**config.mk**
```make
export PLATFORM = sky130hd
export DESIGN_NAME = ram_port_arbiter
export DESIGN_NICKNAME = d
export VERILOG_FILES = /design/src/rtl/ram_port_arbiter.sv
export SDC_FILE = /design/constraint.sdc
export NUM_CORES = 1
export LEC_CHECK = 0
export CORE_MARGIN = 2
export CORE_UTILIZATION = 45
export CTS_BUF_LIST = sky130_fd_sc_hd__clkbuf_4
export CTS_CLUSTER_DIAMETER = 40
export DETAILED_ROUTE_END_ITERATION = 10
export GPL_TIMING_DRIVEN = 0
export PLACE_DENSITY = 0.82
export SLEW_MARGIN = 15
export SYNTH_ARGS = -nofsm -noshare
export SYNTH_HDL_FRONTEND = slang
export SYNTH_SLANG_ARGS = --single-unit
export TNS_END_PERCENT = 100
```
**constraint.sdc**
```tcl
create_clock -name clk -period 2.47 [get_ports clk]
set_input_delay 0.494 -clock clk [delete_from_list [all_inputs] [get_ports clk]]
set_output_delay 0.494 -clock clk [all_outputs]
set_load 0.005 [all_outputs]
```
**src/rtl/ram_port_arbiter.sv**
```systemverilog
// Shares a serial external-RAM pin interface among NUM_REQ requesters.
// Define RAM_ARB_RR_EN for round-robin among requesters 1..NUM_REQ-1.
module ram_port_arbiter #(
    parameter int RAM_PINS     = 4,
    parameter int NUM_REQ      = 4,
    parameter int READ_LATENCY = 2
) (
    input  logic                    clk,
    input  logic                    reset,
    input  logic [NUM_REQ-1:0]      req,
    input  logic [16*NUM_REQ-1:0]   req_addr,
    output logic [NUM_REQ-1:0]      grant,
    output logic [15:0]             rdata,
    output logic                    rvalid,
    output logic [(NUM_REQ>1 ? $clog2(NUM_REQ) : 1)-1:0] rid,
    output logic                    busy,
    output logic [RAM_PINS-1:0]     addr_pins,
    input  logic [RAM_PINS-1:0]     data_pins
);

    localparam int RW   = (NUM_REQ > 1) ? $clog2(NUM_REQ) : 1;
    localparam int B    = 16 / RAM_PINS;
    localparam int CMAX = (B > READ_LATENCY) ? B : READ_LATENCY;
    localparam int CW   = (CMAX > 1) ? $clog2(CMAX) : 1;

    typedef enum logic [2:0] {
        S_IDLE,
        S_HDR,
        S_ADDR,
        S_WAIT,
        S_DATA
    } state_t;

    state_t              r_state;
    state_t              w_state_nxt;
    logic [CW-1:0]       r_cnt;
    logic [15:0]         r_addr;
    logic [15:0]         r_shift;
    logic [RW-1:0]       r_id;
    logic [RW-1:0]       w_win;
    logic                w_any;
    logic                w_found;
    logic [15:0]         w_shift_nxt;
    logic [RAM_PINS-1:0] w_addr_pins;
`ifdef RAM_ARB_RR_EN
    logic [RW-1:0]       r_ptr;
    int                  v_idx;
`endif

    // Requester 0 always wins; the rest are searched fixed or round-robin.
    always_comb begin
        w_any   = |req;
        w_win   = '0;
        w_found = 1'b0;
`ifdef RAM_ARB_RR_EN
        v_idx   = 0;
`endif
        if (!req[0]) begin
`ifdef RAM_ARB_RR_EN
            for (int k = 0; k < NUM_REQ - 1; k++) begin
                v_idx = ((int'(r_ptr) - 1 + k) % (NUM_REQ - 1)) + 1;
                if (!w_found && req[v_idx]) begin
                    w_found = 1'b1;
                    w_win   = RW'(v_idx);
                end
            end
`else
            for (int k = 1; k < NUM_REQ; k++) begin
                if (!w_found && req[k]) begin
                    w_found = 1'b1;
                    w_win   = RW'(k);
                end
            end
`endif
        end
    end

    always_comb begin
        w_state_nxt = r_state;
        w_addr_pins = '0;
        unique case (r_state)
            S_IDLE: begin
                if (w_any) w_state_nxt = S_HDR;
            end
            S_HDR: begin
                w_addr_pins = RAM_PINS'(1);
                w_state_nxt = S_ADDR;
            end
            S_ADDR: begin
                w_addr_pins = r_addr[15 -: RAM_PINS];
                if (r_cnt == CW'(B - 1))
                    w_state_nxt = (READ_LATENCY > 0) ? S_WAIT : S_DATA;
            end
            S_WAIT: begin
                if (r_cnt == CW'(READ_LATENCY - 1)) w_state_nxt = S_DATA;
            end
            S_DATA: begin
                if (r_cnt == CW'(B - 1)) w_state_nxt = S_IDLE;
            end
            default: w_state_nxt = S_IDLE;
        endcase
    end

    assign w_shift_nxt = (r_shift << RAM_PINS) | 16'(data_pins);
    assign addr_pins   = w_addr_pins;
    assign busy        = (r_state != S_IDLE);

    always_ff @(posedge clk) begin
        if (reset) begin
            r_state <= S_IDLE;
            r_cnt   <= '0;
            r_addr  <= '0;
            r_shift <= '0;
            r_id    <= '0;
            grant   <= '0;
            rvalid  <= 1'b0;
            rdata   <= '0;
            rid     <= '0;
`ifdef RAM_ARB_RR_EN
            r_ptr   <= RW'(1);
`endif
        end else begin
            r_state <= w_state_nxt;
            // Counter restarts on every state change.
            r_cnt   <= (w_state_nxt != r_state) ? '0 : r_cnt + CW'(1);
            grant   <= '0;
            rvalid  <= 1'b0;
            if (r_state == S_IDLE && w_any) begin
                grant  <= NUM_REQ'(1) << w_win;
                r_addr <= req_addr[16*w_win +: 16];
                r_id   <= w_win;
`ifdef RAM_ARB_RR_EN
                if (w_win != '0)
                    r_ptr <= (w_win == RW'(NUM_REQ - 1)) ? RW'(1) : w_win + RW'(1);
`endif
            end
            if (r_state == S_ADDR) r_addr <= r_addr << RAM_PINS;
            if (r_state == S_DATA) begin
                r_shift <= w_shift_nxt;
                if (w_state_nxt == S_IDLE) begin
                    rvalid <= 1'b1;
                    rdata  <= w_shift_nxt;
                    rid    <= r_id;
                end
            end
        end
    end

endmodule

```
; Word level (Yosys, flattened, before mapping)
; Index checks and enable logic that the tools add are counted.
[word_totals]
output_inout_bits = 28
inputBits = 74
reg_bits = 58
word_cells = 55
[op_classes]
reduce_logical = 15
mux = 17
add_sub_neg = 1
shifts = 2
n_eq_ne = 7
bitwise_logic = 3
[ops]
columns = cell, count
row1 = $shiftx A64 B7 Y16, 1
row2 = $mux W16, 2
row3 = $or A16 B4 Y16, 1
row4 = $pmux W3 S5, 1
row5 = $mux W3, 4
row6 = $pmux W4 S2, 1
row7 = $reduce_or A2 Y1, 4
row8 = $eq A3 B2 Y1 const B, 2
row9 = $logic_not A3 Y1, 2
row10 = $mux W1, 6
row11 = $mux W2, 3
row12 = $reduce_or A4 Y1, 1
row13 = $shl A1 B2 Y4 const A, 1
row14 = $eq A3 B1 Y1 const B, 1
row15 = $eq A3 B3 Y1 const B, 1
row16 = $logic_and A1 B1 Y1, 3
row17 = $ne A3 B3 Y1, 1
row18 = $reduce_bool A3 Y1, 1
row19 = $add A2 B1 Y2 const B, 1
row20 = $eq A2 B1 Y1 const B, 1
row21 = $eq A2 B2 Y1 const B, 1
row22 = $logic_not A1 Y1, 2
row23 = $not A1 Y1, 2
row24 = $reduce_and A2 Y1, 1
row25 = $reduce_bool A2 Y1, 1

; Depth between registers and ports, before layout
[logic_depth]
word_depth = 13
depth_mapped = 6
ltp_nobuf = 6

; Worst setup path before layout
; Ideal clock, no wire load.
[synth_timing]
kind = input -> register
startpoint = input req[0]
endpoint = register r_addr[11]
stages = 5
path_buffers = 2
path_slack_ns = 0.437
t_arrival_ns = 1.911
required_time_ns = 2.348
cell_sequence = clkbuf_1 > o21bai_1 > buf_4 > mux4_2 > a221o_1
[synth_between]
elab_chain_len = 4
[synth_lines]
columns = element, line_no
row1 = from (decl), 10  ; input logic [NUM_REQ-1:0] req,
row2 = $mux W2, 58  ; if (!req[0]) begin
row3 = $shiftx A64 B7 Y16, 130  ; r_addr <= req_addr[16*w_win +: 16];
row4 = $mux W16, 128  ; if (r_state == S_IDLE && w_any) begin
row5 = $mux W16, 137  ; if (r_state == S_ADDR) r_addr <= r_addr << RAM_PINS;
row6 = to (signal assigned), 130
row7 = to (signal assigned), 137
row8 = to (decl), 37  ; logic [15:0] r_addr;
; Parallel ways exist; a longest one is shown, timed or not. The select of a mux whose other input is x is not followed.
; A chain may end at the register's enable or synchronous reset.

; Worst setup path after layout
[layout_timing]
startpoint = register r_state[2]
endpoint = output addr_pins[1]
[layout_between]
elab_chain_len = 2
[layout_lines]
columns = element, line_no
row1 = from (decl), 34  ; state_t r_state;
row2 = from (signal assigned), 123  ; r_state <= w_state_nxt;
row3 = $eq A3 B2 Y1 / $eq A3 B1 Y1 (equally long branches), 81  ; unique case (r_state)
row4 = $pmux W4 S2 (*), 81
row5 = to (decl), 17  ; output logic [RAM_PINS-1:0] addr_pins,
; Every way passes the cells marked *; elsewhere a longest branch is shown, timed or not.

==> impl_metrics.toml <==
[finish]
antenna_cells = 0
fill_cells = 485
final_util = 0.6917
syn_to_final_growth_pct = 46.16
final_cells = 493
final_nets = 492
drive_gt1_frac = 0.08314

[hold_path]
hold_depth = 2
holdPathEnd = "rid[0]$_SDFFE_PP0P_"
hp-start = "r_id[0]$_SDFFE_PP0P_"
hold_path_class = "flip-flop to flip-flop"

[floorplanning]
ios = 102
placementRows = 27
initial_utilization = 0.4732
die_area_um2 = 6528
die_w_um = 80.80
die_h_um = 80.80
core_area_um2 = 5608

[power_and_ir_drop]
power_switching_mw = 0.5584
comb_power_share = 0.199
power.share.clock = 0.309
p_per_area_nw_per_um2 = 534.9
p_seq_frac = 0.492
p_int_mw = 1.516
switching_share = 0.2692
leakagePower_nw = 1.402
ir_drop_v = 0.0002794

[routing]
via_per_inst = 5.458
route.detailed.drc = 0
wl_per_cell_um = 14.05
drtPass1Iterations = 4
via_count = 2691
drtIter0Drc = 76
postRouteAntennaNets = 0
detail_route.wirelength_um = 6926

[grt]
grt_max_degree = 11
grt_overflow = 0
grt_pass1_wl_um = 11070
grt.total_usage = 0.2228
first_global_vias = 2489
antenna_found_initial = 0

[logic_synthesis]
synth_cell_types = 45
synth_area_leaders = "dfxtp_1 (44%), nand2_1 (9.5%), mux4_2 (7.6%)"
synth_top_cell_area_share = 0.4375
post-synth-top-count-cell = "nand2_1"
synth-async-reset-ratio = 0
synth-edff-count = 0
ys_ff_latch = 58
synth_commonest_cells = "nand2_1 (67), dfxtp_1 (58), a21oi_1 (39), clkbuf_1 (18), nor2_1 (16)"
syn-num-nets = 381
yosysSeqAreaShare = 0.4375
postSynthAreaPerCell_um2 = 8.701
ys.flop_type = "dfxtp_1"
synthCells = 305
synth_area_leader_cell = "dfxtp_1"
syn_area_um2 = 2654
ys_warn_count = 0

[flow_run]
max_cap_viol_count = 0

[sta]
fmax_mhz = 421.6
tightestPinTransition_ps = 976.0
timing.final.max_slew_violations = 0
finalCritPeriodShare = 0.9603
hold_ws_ps = 458.2
clock_skew_ps = 7.700
setup_violations = 0
period_needed_ps = 2372
hold_viol_final = 0
slew_headroom = 0.3433

[setup_path]
crit_path_start_kind = "flip-flop"
reg2reg_to = "r_addr[11]$_SDFFE_PP0P_"
critPathSlowestCell = "clkdlybuf4s50_1"
worstSetupPathType = "flip-flop to output pin"
ff2ff_path_depth = 4
reg2reg_slack_ps = 610
crit_arrival_ps = 1880
max_stage_delay_ps = 520
required_ps = 1980
r2r_start = "r_state[0]$_SDFF_PP0_"
end_kind = "output pin"
path_cells = "clkbuf_2 -> nor2_2 -> and3_1 -> clkdlybuf4s50_1"
cp_max_fo = 10

[clocking]
post-cts-setup-buffers = 0
insertion_delay_ps = 390
cts-buffers-inserted = 9
cts_tree = "done"
clk_transition_reported_paths_ps = 100
postCtsHoldBufs = 0
clock_path_buffers = 2
root_buffer = "clkbuf_4"
cts.repair.resized = 2
htree_levels = 3
cts.sinks = 58

[run_status]
status = "complete, no violations"

[placed_design]
gp_congestion = 0.7776
dp_cells = 477
numPortBuffers = 100
post-dp-hpwl_um = 5214
==> state kept, by name, summed over array words and instances (netlist names) <==
| signal | count |
|---|---|
| grant | 4 |
| r_cnt | 2 |
| rdata | 16 |
| rvalid | 1 |
| r_addr | 16 |
| r_id | 2 |
| r_state | 3 |
| r_shift | 12 |
| rid | 2 |
==> power groups by stage <==
stage	combinational [mW]	sequential [mW]	clock, mW
floorplan	0.214	1.03	0
global placement	0.398	1.04	0
detailed placement	0.407	1.04	0
CTS	0.412	1.02	0.647
global route	0.448	1.02	0.699
finish	0.413	1.02	0.641
==> worst max-delay path: cells and delay by family, from the launching register on <==
kind | cells | cell delay, ps
buffers and inverters | 2 | 710
AND/OR/NAND/NOR | 2 | 440
flip-flops | 1 | 340
==> cell families (layout without fill, tap and decap cells) <==
group	count (synthesis)	in the layout	share of synthesized area
mux	10	10	0.08015
compound gates	85	85	0.2145
simple gates	121	121	0.2150
buf+inv	29	145	0.04338
fa+ha+maj	2	2	0.009428
flops	58	58	0.4375
==> worst max-delay path by stage <==
stage                                startpoint                      end  slack [ps]  cells after the start
final                     r_state[2]$_SDFF_PP0_             addr_pins[1]         100                      4
after global routing      r_state[2]$_SDFF_PP0_             addr_pins[3]          -6                      4
after CTS                 r_state[1]$_SDFF_PP0_             addr_pins[0]           8                      4
after detailed placement                 req[2]  r_addr[11]$_SDFFE_PP0P_        -290                      6
after global placement                   req[2]  r_addr[11]$_SDFFE_PP0P_        -240                      6
after floorplan                          req[0]  r_addr[11]$_SDFFE_PP0P_         440                      5
==> per-stage QoR <==
step | worst slack [ps] | power, mW | setup TNS [ps] | area (µm²)
final | 98.10 | 2.075 | 0 | 3879
after global routing | -6.107 | 2.171 | -6.107 | 3879
after CTS | 8.393 | 2.078 | 0 | 3876
after detailed placement | -289.6 | 1.447 | -1249 | 3745
after global placement | -240.0 | 1.436 | -811.7 | 3745
after floorplan | 436.8 | 1.243 | 0 | 2654
==> routing by layer <==
metal,part of all wire,wire length [µm],track usage
met4,0.024,164,0.1119
met3,0.084,583,0.07222
met1,0.40,2782,0.2530
met5,0,0,0
met2,0.49,3396,0.3767
==> cell type report <==
| class | instances | area, µm² | share of cell area |
|---|---|---|---|
| inverter | 8 | 30.03 | 0.007742 |
| tap | 72 | 90.09 | 0.02323 |
| sequential | 58 | 1161 | 0.2994 |
| timing repair buffer | 100 | 1001 | 0.2581 |
| buffer | 21 | 88.84 | 0.02290 |
| clock inverter | 7 | 60.06 | 0.01548 |
| clock buffer | 9 | 67.56 | 0.01742 |
| multi-input combinational | 218 | 1380 | 0.3558 |
==> placed cells by master (no fill, tap or decap), drive strengths merged, types with 6 or more instances in the layout <==
cell type	Yosys	layout
a21oi	39	39
a221o	6	6
a22oi	6	6
clkbuf	18	26
clkdlybuf4s50	0	100
dfxtp	58	58
inv	8	8
mux4	9	9
nand2	67	67
nand3	6	6
nor2	16	16
No activity file was read; power rests on OpenSTA's default activity.
